## config.mk

```make
export PLATFORM = sky130hd
export DESIGN_NAME = dmem_ctrl
export DESIGN_NICKNAME = d
export VERILOG_FILES = /design/src/rtl/dmem_ctrl_pkg.sv /design/src/rtl/dmem_ctrl_lane.sv /design/src/rtl/dmem_ctrl.sv
export SDC_FILE = /design/constraint.sdc
export NUM_CORES = 1
export LEC_CHECK = 0
export CORE_MARGIN = 2
export CORE_UTILIZATION = 38
export CTS_CLUSTER_SIZE = 16
export DETAILED_ROUTE_END_ITERATION = 16
export GPL_ROUTABILITY_DRIVEN = 0
export PLACE_DENSITY = 0.77
export SLEW_MARGIN = 0
export SYNTH_ARGS = -nofsm -noshare
export SYNTH_HDL_FRONTEND = slang
export SYNTH_SLANG_ARGS = --single-unit
```

## constraint.sdc

```tcl
create_clock -name clk -period 1.85 [get_ports clk]
set_input_delay 0.4625 -clock clk [delete_from_list [all_inputs] [get_ports clk]]
set_output_delay 0.4625 -clock clk [all_outputs]
set_load 0.01 [all_outputs]
```

## src/rtl/dmem_ctrl_pkg.sv

```systemverilog
// dmem_ctrl_pkg: shared widths, access size codes and controller state encoding
package dmem_ctrl_pkg;
  localparam int RegBus = 32;
  localparam int RegAddrBus = 5;
  localparam logic [1:0] SIZE_B = 2'd0;
  localparam logic [1:0] SIZE_H = 2'd1;
  localparam logic [1:0] SIZE_W = 2'd2;
  typedef enum logic [1:0] {DM_IDLE, DM_REQ, DM_WAIT, DM_DONE} dm_state_t;
endpackage

```

## src/rtl/dmem_ctrl_lane.sv

```systemverilog
// mem_lane: store lane replication and load byte/half extraction with extension
module mem_lane
  import dmem_ctrl_pkg::*;
(
  input  logic [1:0]        size,
  input  logic              sign,
  input  logic [1:0]        off,
  input  logic [RegBus-1:0] wdata,
  input  logic [RegBus-1:0] rdata,
  output logic [RegBus-1:0] wrep,
  output logic [RegBus-1:0] rext
);
  logic [7:0]  b;
  logic [15:0] h;
  always_comb begin
    b = rdata[{off, 3'b000} +: 8];
    h = off[1] ? rdata[31:16] : rdata[15:0];
    wrep = size == SIZE_B ? {4{wdata[7:0]}} : size == SIZE_H ? {2{wdata[15:0]}} : wdata;
    rext = size == SIZE_B ? {{24{sign & b[7]}}, b} : size == SIZE_H ? {{16{sign & h[15]}}, h} : rdata;
  end
endmodule

```

## src/rtl/dmem_ctrl.sv

```systemverilog
// dmem_ctrl: sequences one load/store per MEM-stage instruction over the req/addr_ok/data_ok bus
module dmem_ctrl
  import dmem_ctrl_pkg::*;
(
  input  logic              clk,
  input  logic              rst,
  input  logic              mem_en,
  input  logic              mem_wr,
  input  logic [1:0]        mem_size,
  input  logic              mem_sign,
  input  logic [RegBus-1:0] mem_addr,
  input  logic [RegBus-1:0] mem_wdata,
  input  logic              flush,
  output logic              mem_stall,
  output logic [RegBus-1:0] memdata,
  output logic              data_req,
  output logic              data_wr,
  output logic [1:0]        data_size,
  output logic [RegBus-1:0] data_addr,
  output logic [RegBus-1:0] data_wdata,
  input  logic              data_addr_ok,
  input  logic              data_data_ok,
  input  logic [RegBus-1:0] data_rdata
);
  dm_state_t state;
  logic cancel, sign_q;
  logic [1:0] off_q, lane_size;
  logic [RegBus-1:0] wrep, rext;
  assign lane_size = state == DM_IDLE ? mem_size : data_size;
  assign mem_stall = mem_en & (state != DM_DONE) & ~rst;
  mem_lane u_lane (
    .size (lane_size),
    .sign (sign_q),
    .off  (off_q),
    .wdata(mem_wdata),
    .rdata(data_rdata),
    .wrep (wrep),
    .rext (rext)
  );
  // a flushed access still finishes on the bus, then drops straight back to IDLE
  always_ff @(posedge clk) begin
    if (rst) begin
      state <= DM_IDLE;
      cancel <= 1'b0;
      memdata <= '0;
      data_req <= 1'b0;
      data_wr <= 1'b0;
      data_size <= 2'd0;
      data_addr <= '0;
      data_wdata <= '0;
      sign_q <= 1'b0;
      off_q <= 2'd0;
    end else begin
      case (state)
        DM_IDLE: if (mem_en & ~flush) begin
          state <= DM_REQ;
          cancel <= 1'b0;
          data_req <= 1'b1;
          data_wr <= mem_wr;
          data_size <= mem_size;
          data_addr <= mem_addr;
          data_wdata <= wrep;
          sign_q <= mem_sign;
          off_q <= mem_addr[1:0];
        end
        DM_REQ: begin
          cancel <= cancel | flush;
          if (data_addr_ok) begin
            data_req <= 1'b0;
            state <= DM_WAIT;
          end
        end
        DM_WAIT: if (data_data_ok) begin
          state <= (cancel | flush) ? DM_IDLE : DM_DONE;
          cancel <= 1'b0;
          if (~cancel & ~flush & ~data_wr) memdata <= rext;
        end else cancel <= cancel | flush;
        DM_DONE: state <= DM_IDLE;
      endcase
    end
  end
endmodule

```

# Word level (Yosys, flattened, before mapping)
# Index checks and enable logic that the tools add are counted.
[op_classes] add_sub_neg=0 multipliers=0 div=0 magnitude_cmp=0 eq_ne=8 shift=1 muxes=17 bitwise_logic=12 reduce_logical=9
[ops] cell="32-bit two-way mux" count=4
[ops] cell="32-bit by 6-bit indexed part select with 8-bit output" count=1
[ops] cell="16-bit two-way mux" count=1
[ops] cell="2-bit two-way mux" count=5
[ops] cell="3-bit AND reduction" count=3
[ops] cell="2-bit case mux with 4 select lines" count=1
[ops] cell="1-bit bitwise AND" count=7
[ops] cell="2-bit != test, second input constant" count=3
[ops] cell="2-bit by 1-bit == test with 1-bit output, second input constant" count=2
[ops] cell="2-bit == test, second input constant" count=2
[ops] cell="2-bit logical NOT" count=2
[ops] cell="1-bit two-way mux" count=4
[ops] cell="1-bit inverter" count=4
[ops] cell="2-bit AND reduction" count=2
[ops] cell="1-bit case mux with 3 select lines" count=1
[ops] cell="3-bit nonzero test" count=1
[ops] cell="2-bit by 1-bit != test with 1-bit output, second input constant" count=1
[ops] cell="1-bit case mux with 2 select lines" count=1
[ops] cell="2-bit nonzero test" count=1
[ops] cell="1-bit bitwise OR" count=1
[totals] ff_bits=106 latch_bits=0 ramBits=0 mem_bits_ro=0 word_cells=57 mem_count=0

# Logic depth before layout (Yosys ltp)
# Gate-level depths: netlist (run 1).
[depth] word_depth=5 depth_mapped=9 mapped_depth_nobuf=6

# By module
# From an unflattened synthesis (run 1), not the netlist that was laid out.
[unflattened] cells_unflattened=677 hier_area_um2=5114.9
[by_module_without_submodules] mod="dmem_ctrl" n_inst=1 cells_each=474 area_per_inst_um2=3739.8 seq_area_each_um2=2082.0
[by_module_without_submodules] mod="mem_lane" n_inst=1 cells_each=203 area_per_inst_um2=1375.1 seq_area_each_um2=0.0

# Worst setup path after synthesis (run 1)
# OpenSTA, ideal clock, no wires.
[synth_path] kind="register to register" from="register state[0]" to="register memdata[0]" setup_ns=0.143 arrival_ns=1.884 required_ns=1.707 slack_ns=-0.177 path_stages_with_launch=10 n_path_buf=3 path_cell_list="dfxtp_1 -> inv_1 -> ha_1 -> buf_6 -> mux2_4 -> or2_1 -> buf_2 -> buf_4 -> o221ai_2 -> a211oi_2"
[synth_via] elab_chain_cells=5 elab_cells_between_ends=8 classes_between="eq/ne (2); mux (3); reduce/logical (3)"
[synth_lines] item="start: declaration" line_no="dmem_ctrl.sv:25" text="dm_state_t state;"
[synth_lines] item="start signal: assignment" line_no="dmem_ctrl.sv:74" text="state <= (cancel | flush) ? DM_IDLE : DM_DONE;"
[synth_lines] item="2-bit logical NOT" line_no="dmem_ctrl.sv:29" text="assign lane_size = state == DM_IDLE ? mem_size : data_size;"
[synth_lines] item="2-bit two-way mux" line_no="dmem_ctrl.sv:29"
[synth_lines] item="2-bit by 1-bit == test with 1-bit output" line_no="dmem_ctrl_lane.sv:19" text="rext = size == SIZE_B ? {{24{sign & b[7]}}, b} : size == SIZE_H ? {{16{sign & h[15]}}, h} : rdata;"
[synth_lines] item="32-bit two-way mux (2 in a row)" line_no="dmem_ctrl_lane.sv:19"
[synth_lines] item="end signal: assignment" line_no="dmem_ctrl.sv:76" text="if (~cancel & ~flush & ~data_wr) memdata <= rext;"
[synth_lines] item="end: declaration" line_no="dmem_ctrl.sv:15" text="output logic [RegBus-1:0] memdata,"
# Parallel ways exist; a longest one is shown, timed or not.
# A chain may end at the register's enable or synchronous reset.

# Worst setup path after layout (run 1)
[layout_path] from="register state[0]" to="register memdata[24]"
# Same word-level chain as after synthesis.

==> results of run 1 <==
how the worst max path moves through the flow:
stage	cells past startpoint	from	slack (ns)	to
CTS	8	state[0]	-0.06	memdata[25]
global placement	6	flush	-0.44	memdata[1]
global route	9	state[0]	-0.19	memdata[13]
finish	8	state[0]	-0.11	memdata[24]
floorplan	8	state[1]	-0.02	memdata[0]
detailed placement	6	flush	-0.53	memdata[1]
report_power, final:
group	total, mW	switching, mW	internal, mW
clock	1.79	0.834	0.960
combinational	3.61	1.72	1.89
sequential	2.75	0.203	2.54
total	8.15	2.76	5.39
routing by layer:
layer | track usage | up-vias | share of wire
met3 | 0.0582 | 36 | 0.093
met2 | 0.411 | 259 | 0.49
met4 | 0.0951 | 0 | 0.026
li1 | - | 2368 | -
met5 | 0 | - | 0
met1 | 0.309 | 2425 | 0.39
cell type report:
type / instances / share of cell area
repair buffers: 274 / 0.356
multi-input cells: 370 / 0.322
flip-flops and latches: 104 / 0.261
clock buffers: 13 / 0.0313
well taps: 147 / 0.0230
inverters: 6 / 0.00375
clock inverters: 3 / 0.00313
stage by stage:
| step | total power [mW] | cells | area [um^2] |
|---|---|---|---|
| after global routing | 8.55 | 917 | 8000 |
| after detailed placement | 5.94 | 885 | 7260 |
| after CTS | 7.99 | 908 | 7730 |
| after global placement | 5.87 | 885 | 7260 |
| after floorplan | 4.39 | 526 | 4730 |
| final | 8.15 | 917 | 8000 |
flip-flops by register name, summed over array words and instances, names as in the netlist, 2 cells and up:
| signal | count |
|---|---|
| data_addr | 32 |
| data_size | 2 |
| memdata | 32 |
| state | 2 |
| data_wdata | 32 |
worst reg2reg max path, cell delays in order, from the launching register on:
cell      delay, ns
dfxtp_4        0.36
inv_6          0.07
ha_4           0.12
or3b_4         0.38
buf_6          0.13
nor3_4         0.22
buf_4          0.23
nor2_1         0.06
a211oi_1       0.28
what timing repair did:
action / 4_1_cts / 5_1_grt
pin swaps: 6 / 16
hold endpoints to repair: 0 / 0
endpoints found under the setup margin: 35 / 50
cloned: 3 / 3
setup buffers: 4 / 10
gates resized for setup: 20 / 41
synth_stat cells:
cell	count
a211oi_2	9
or3_1	1
inv_1	6
o21ai_0	2
a21oi_2	1
o221ai_1	6
o21a_2	1
o211ai_1	1
a222oi_1	8
ha_1	6
nand2b_1	1
dfxtp_1	104
nor2b_1	2
a311oi_1	12
mux2i_1	9
a21oi_4	2
clkbuf_1	24
o221ai_2	9
o21ai_4	1
buf_1	2
a22oi_1	1
or2_1	2
buf_6	4
nor3b_1	2
nor3_1	1
nand3b_1	1
mux2_4	1
a21oi_1	72
nor2_1	60
nand2_1	110
a211oi_1	38
nor3_2	1
or3b_4	2
mux4_2	8
buf_2	14
buf_4	2
kinds of logic after synthesis:
group                    Yosys count  share of synthesized area
AND/OR/NAND/NOR                  183                      0.158
flip-flops                       104                      0.448
AO/OA/AOI/OAI                    163                      0.263
multiplexers                      18                     0.0613
buffers and inverters             52                     0.0538
adder cells (fa/ha/maj)            6                     0.0161
==> results.ini, run 1 <==
[worst_setup_path]
critPathLaunchType = flop
rr_startpoint = state[0]
crit_required_ns = 2.07
path_class = reg -> reg
cp_max_fo = 8
reg2reg_depth = 8
worstSetupEndpointType = flop
crit_buf_inv = 3
reg2reg_to = memdata[24]
crit_family = simple AND/OR/NAND/NOR gates
slowest_delay_ns = 0.38
crit_slowest_cell = or3b_4
critical_path.cell_chain = inv_6, ha_4, or3b_4, buf_6, nor3_4, buf_4, nor2_1, a211oi_1
critPathArrivalTime_ns = 2.18
r2r_setup_slack_ns = -0.11

[global_routing]
overflow = 0
grt_pass1_vias = 4828
grt_max_degree = 104
grt_pass1_wl_mm = 25.4
grt_usage = 0.246
antenna_found_initial = 0

[detailed_routing]
drt_iter0_drc = 373
num_vias = 5088
ant_nets = 0
avgRoutedWirePerCell_um = 18.8
first_pass_iters = 7
drt_wl_total_mm = 17.2
vias_per_cell = 5.55
post-route-drc-count = 0

[layout]
layout_common_cells = clkdlybuf4s50_1, nand2_1, dfxtp_1
multi_input_area_mm2 = 0.00258
drive_gt1_frac = 0.212
num_antenna_cells = 0
syn2layout_area_growth_pct = 72.1
nNetsFinal = 877
ff_latch_area_mm2 = 0.00209
fin_util = 0.669
fillers = 947
final_common_cell = clkdlybuf4s50_1

[sta]
worst_slew_pin_slew_ns = 0.512
hold_viol_final = 0
period_needed_ns = 1.96
setup_violations = 26
slew_viol_final = 0
rsz0062_at_grt = true
max_freq_mhz = 509
whs_ns = 0.369
finalClockSkew_ns = 0.0136
max_slew_margin = 0.659
fin_crit_sh = 1.06
setup_ws_ns = -0.113
setup_tns_ns = -1.24

[clock_network]
path_clk_slew_ns = 0.07
cts_root_buf = clkbuf_16
clkLatencyLatePin_ns = 0.34
cts.sinks = 104
postCtsHoldBufs = 0
clk_path_buf_depth = 2
cts_tree = built
h-tree-depth = 3
cts_buffers = 9

[power]
p_per_area_mw_per_mm2 = 1020
power_leakage_nw = 2.89
peakVddDrop_v = 0.000613

[floorplan]
die_h_um = 115
start_util = 0.389
core_area_mm2 = 0.0120
die-area_mm2 = 0.0131
io_pins = 207
rows = 40
die_width_um = 115

[logic_synthesis]
seq_area_frac_synth = 0.448
synth_seq_cells = 104
syn_nets = 638
synth_top_cell_by_area = dfxtp_1
synth_area_mm2 = 0.00465
postSynthAreaPerCell_um2 = 8.84
syn_inst = 526
netlist.area_leader.share = 0.448
ys_top_cells_by_area = dfxtp_1, nand2_1, a21oi_1
yosys_warnings = 0
yosysUniqueCellTypes = 36

[run_status]
status = finished with violations
violations = setup timing

[placement]
post-place-ws_ns = -0.534
hpwl_mm = 11.6
port-buffer-count = 206

[run]
cap_viol_max_count = 0

[worst_hold_path]
hp-start = rst
worstHoldPathCells = 2
hold-path-endpoint = cancel
worstHoldPathType = in -> reg

Power figures use the tool's default switching activity.
==> inputs of run 2 (changes only) <==
--- a/config.mk
+++ b/config.mk
@@ -5,7 +5,7 @@
 export SDC_FILE = /design/constraint.sdc
 export NUM_CORES = 1
 export LEC_CHECK = 0
-export CORE_MARGIN = 2
+export CORE_ASPECT_RATIO = 0.6
 export CORE_UTILIZATION = 38
 export CTS_CLUSTER_SIZE = 16
 export DETAILED_ROUTE_END_ITERATION = 16
==> run 2 against run 1 <==
The run still ends with setup timing left. Sequential power about the same. Cell count rose by 1.9%. First-iteration DRC count rose by 2.1%. Core utilization grew 3.0 points. Global-route usage increased by 2.7 points. Count of clock-buffer cells in the layout down 2. Non-clock buffer count grew 5. Clock power rose by 2%. Power up 1.1%. Design area is 1.3% higher. Die area is 3.3% lower. Hold slack better by 0.090 ns. Critical path type unchanged. Largest power group unchanged.
==> results.ini, run 2 (synthesis gave the netlist of run 1 again) <==
[run_status]
status = finished with violations  ; unchanged
violations = setup timing  ; unchanged

[clock_network]
cts_root_buf = clkbuf_16  ; unchanged
cts_buffers = 9  ; unchanged
path_clk_slew_ns = 0.07  ; about the same
clkLatencyLatePin_ns = 0.34  ; about the same
cts_tree = built  ; unchanged
cts.sinks = 104  ; unchanged
postCtsHoldBufs = 0  ; unchanged
h-tree-depth = 3  ; unchanged
clk_path_buf_depth = 2  ; unchanged

[layout]
final_common_cell = clkdlybuf4s50_1  ; unchanged
fin_util = 0.699  ; was 0.669
fillers = 842  ; was 947
reg_top3 = data_addr (32), data_wdata (32), memdata (32)  ; unchanged
final_cells = 934  ; was 917
syn2layout_area_growth_pct = 74.4  ; was 72.1%
layout_common_cells = clkdlybuf4s50_1, nand2_1, dfxtp_1  ; unchanged
num_antenna_cells = 0  ; unchanged
nNetsFinal = 882  ; was 877
drive_gt1_frac = 0.251  ; was 0.212

[placement]
hpwl_mm = 12.3  ; was 11.6 mm
place_inst = 905  ; was 885
port-buffer-count = 206  ; unchanged

[global_routing]
grt_pass1_vias = 4900  ; was 4,828
antenna_found_initial = 1  ; was 0
grt_usage = 0.273  ; was 0.246
overflow = 0  ; unchanged
grt_max_degree = 105  ; was 104
grt_pass1_wl_mm = 26.3  ; was 25.4 mm

[sta]
slew_viol_final = 0  ; unchanged
period_needed_ns = 1.92  ; was 1.96 ns
max_freq_mhz = 521  ; was 509 MHz
setup_violations = 29  ; was 26
hold_viol_final = 0  ; unchanged
finalClockSkew_ns = 0.00795  ; was 0.0136 ns
setup_ws_ns = -0.0689  ; was -0.113 ns
worst_slew_pin_slew_ns = 0.540  ; was 0.512 ns
max_slew_margin = 0.640  ; was 0.659
fin_crit_sh = 1.04  ; was 1.06
rsz0062_at_grt = true  ; unchanged

[floorplan]
io_pins = 207  ; unchanged
core_area_mm2 = 0.0116  ; was 0.0120 mm^2
die_width_um = 145  ; was 115 um
start_util = 0.401  ; was 0.389
rows = 30  ; was 40
die_h_um = 87.7  ; was 115 um
die-area_mm2 = 0.0127  ; was 0.0131 mm^2

[worst_setup_path]
critPathArrivalTime_ns = 2.16  ; was 2.18 ns
critPathLaunchType = flop  ; unchanged
reg2reg_to = memdata[22]  ; was memdata[24]
crit_required_ns = 2.09  ; was 2.07 ns
worstSetupStartpoint = state[0]  ; unchanged
path_class = reg -> reg  ; unchanged
cp_max_fo = 8  ; unchanged
worstSetupEndpointType = flop  ; unchanged
crit_path_end = memdata[22]  ; was memdata[24]
r2r_setup_slack_ns = -0.07  ; was -0.11 ns
reg2reg_depth = 9  ; was 8
rr_startpoint = state[0]  ; unchanged

[detailed_routing]
first_pass_iters = 6  ; was 7
avgRoutedWirePerCell_um = 19.3  ; was 18.8 um
drt_iter0_drc = 381  ; was 373
num_vias = 5093  ; was 5,088
vias_per_cell = 5.45  ; was 5.55
ant_nets = 0  ; unchanged
drt_wl_total_mm = 18.1  ; was 17.2 mm
post-route-drc-count = 0  ; unchanged

[worst_hold_path]
worstHoldPathType = reg -> reg  ; was in -> reg
hp-start = data_addr[5]  ; was rst

[power]
p_per_area_mw_per_mm2 = 1020  ; about the same
total_power_mw = 8.24  ; was 8.15 mW
power_leakage_nw = 2.87  ; was 2.89 nW
peakVddDrop_v = 0.000736  ; was 0.000613 V

[run]
cap_viol_max_count = 0  ; unchanged

-- run 2: cell type report --
cell class,instances,area (um^2),area share
clock buffers,11,254,0.0313
clock inverters,4,26.3,0.00324
inverters,6,27.5,0.00339
multi-input cells,370,2630,0.325
flip-flops and latches,104,2090,0.258
well taps,160,200,0.0247
repair buffers,279,2880,0.355
-- run 2: worst max-delay path: stages (launching register included) --
cell and delay, ns:
dfxtp_4 0.35, inv_4 0.08, ha_4 0.13, or3b_4 0.38, buf_6 0.13, nor3_4 0.16
buf_6 0.17, buf_16 0.14, nor2_1 0.05, a211oi_1 0.23
-- run 2: worst min-delay path by stage --
| stage | slack [ns] | endpoint | cells past startpoint |
|---|---|---|---|
| after floorplan | 0.48 | data_addr[10] | 2 |
| after global placement | 0.44 | data_addr[4] | 2 |
| after detailed placement | 0.45 | data_addr[3] | 2 |
| after CTS | 0.46 | data_addr[3] | 2 |
| after global routing | 0.48 | data_addr[5] | 2 |
| final | 0.46 | data_addr[5] | 2 |
-- run 2: what timing repair did --
item	in CTS	in global routing
gates resized for setup	38	46
setup endpoints to repair	40	53
gates cloned	3	1
pin swaps	24	11
endpoints found under the hold margin	0	0
buffers inserted	7	4
-- run 2: where the power goes --
group          switching (mW)  leakage, nW  internal [mW]
Clock                   0.836        0.137          0.989
Sequential              0.203        0.849           2.54
Combinational            1.81         1.88           1.86
-- run 2: layer usage --
layer	GRT usage	vias to the layer above	part of all wire	routed length [um]
li1	-	2373	-	-
met2	0.426	263	0.44	7980
met5	0	-	0	0
met4	0.0708	0	0.014	258
met1	0.351	2419	0.43	7720
met3	0.112	38	0.12	2090
-- run 2: stage by stage --
stage	setup WS (ns)	setup TNS (ns)	instance area (um^2)	hold slack [ns]
CTS	-0.0857	-1.34	7870	0.459
floorplan	-0.0196	-0.0196	4730	0.481
global route	-0.135	-2.77	8110	0.476
detailed placement	-0.453	-26.89	7360	0.449
global placement	-0.389	-22.37	7360	0.442
finish	-0.0689	-1.01	8110	0.459
==> inputs of run 3 (changes only) <==
--- a/config.mk
+++ b/config.mk
@@ -7,9 +7,9 @@
 export LEC_CHECK = 0
 export CORE_ASPECT_RATIO = 0.6
 export CORE_UTILIZATION = 38
+export CTS_CLUSTER_DIAMETER = 200
 export CTS_CLUSTER_SIZE = 16
 export DETAILED_ROUTE_END_ITERATION = 16
-export GPL_ROUTABILITY_DRIVEN = 0
 export PLACE_DENSITY = 0.77
 export SLEW_MARGIN = 0
 export SYNTH_ARGS = -nofsm -noshare
==> results of run 3 <==
No change in the layout: final DEF, timing and power equal those of run 2.
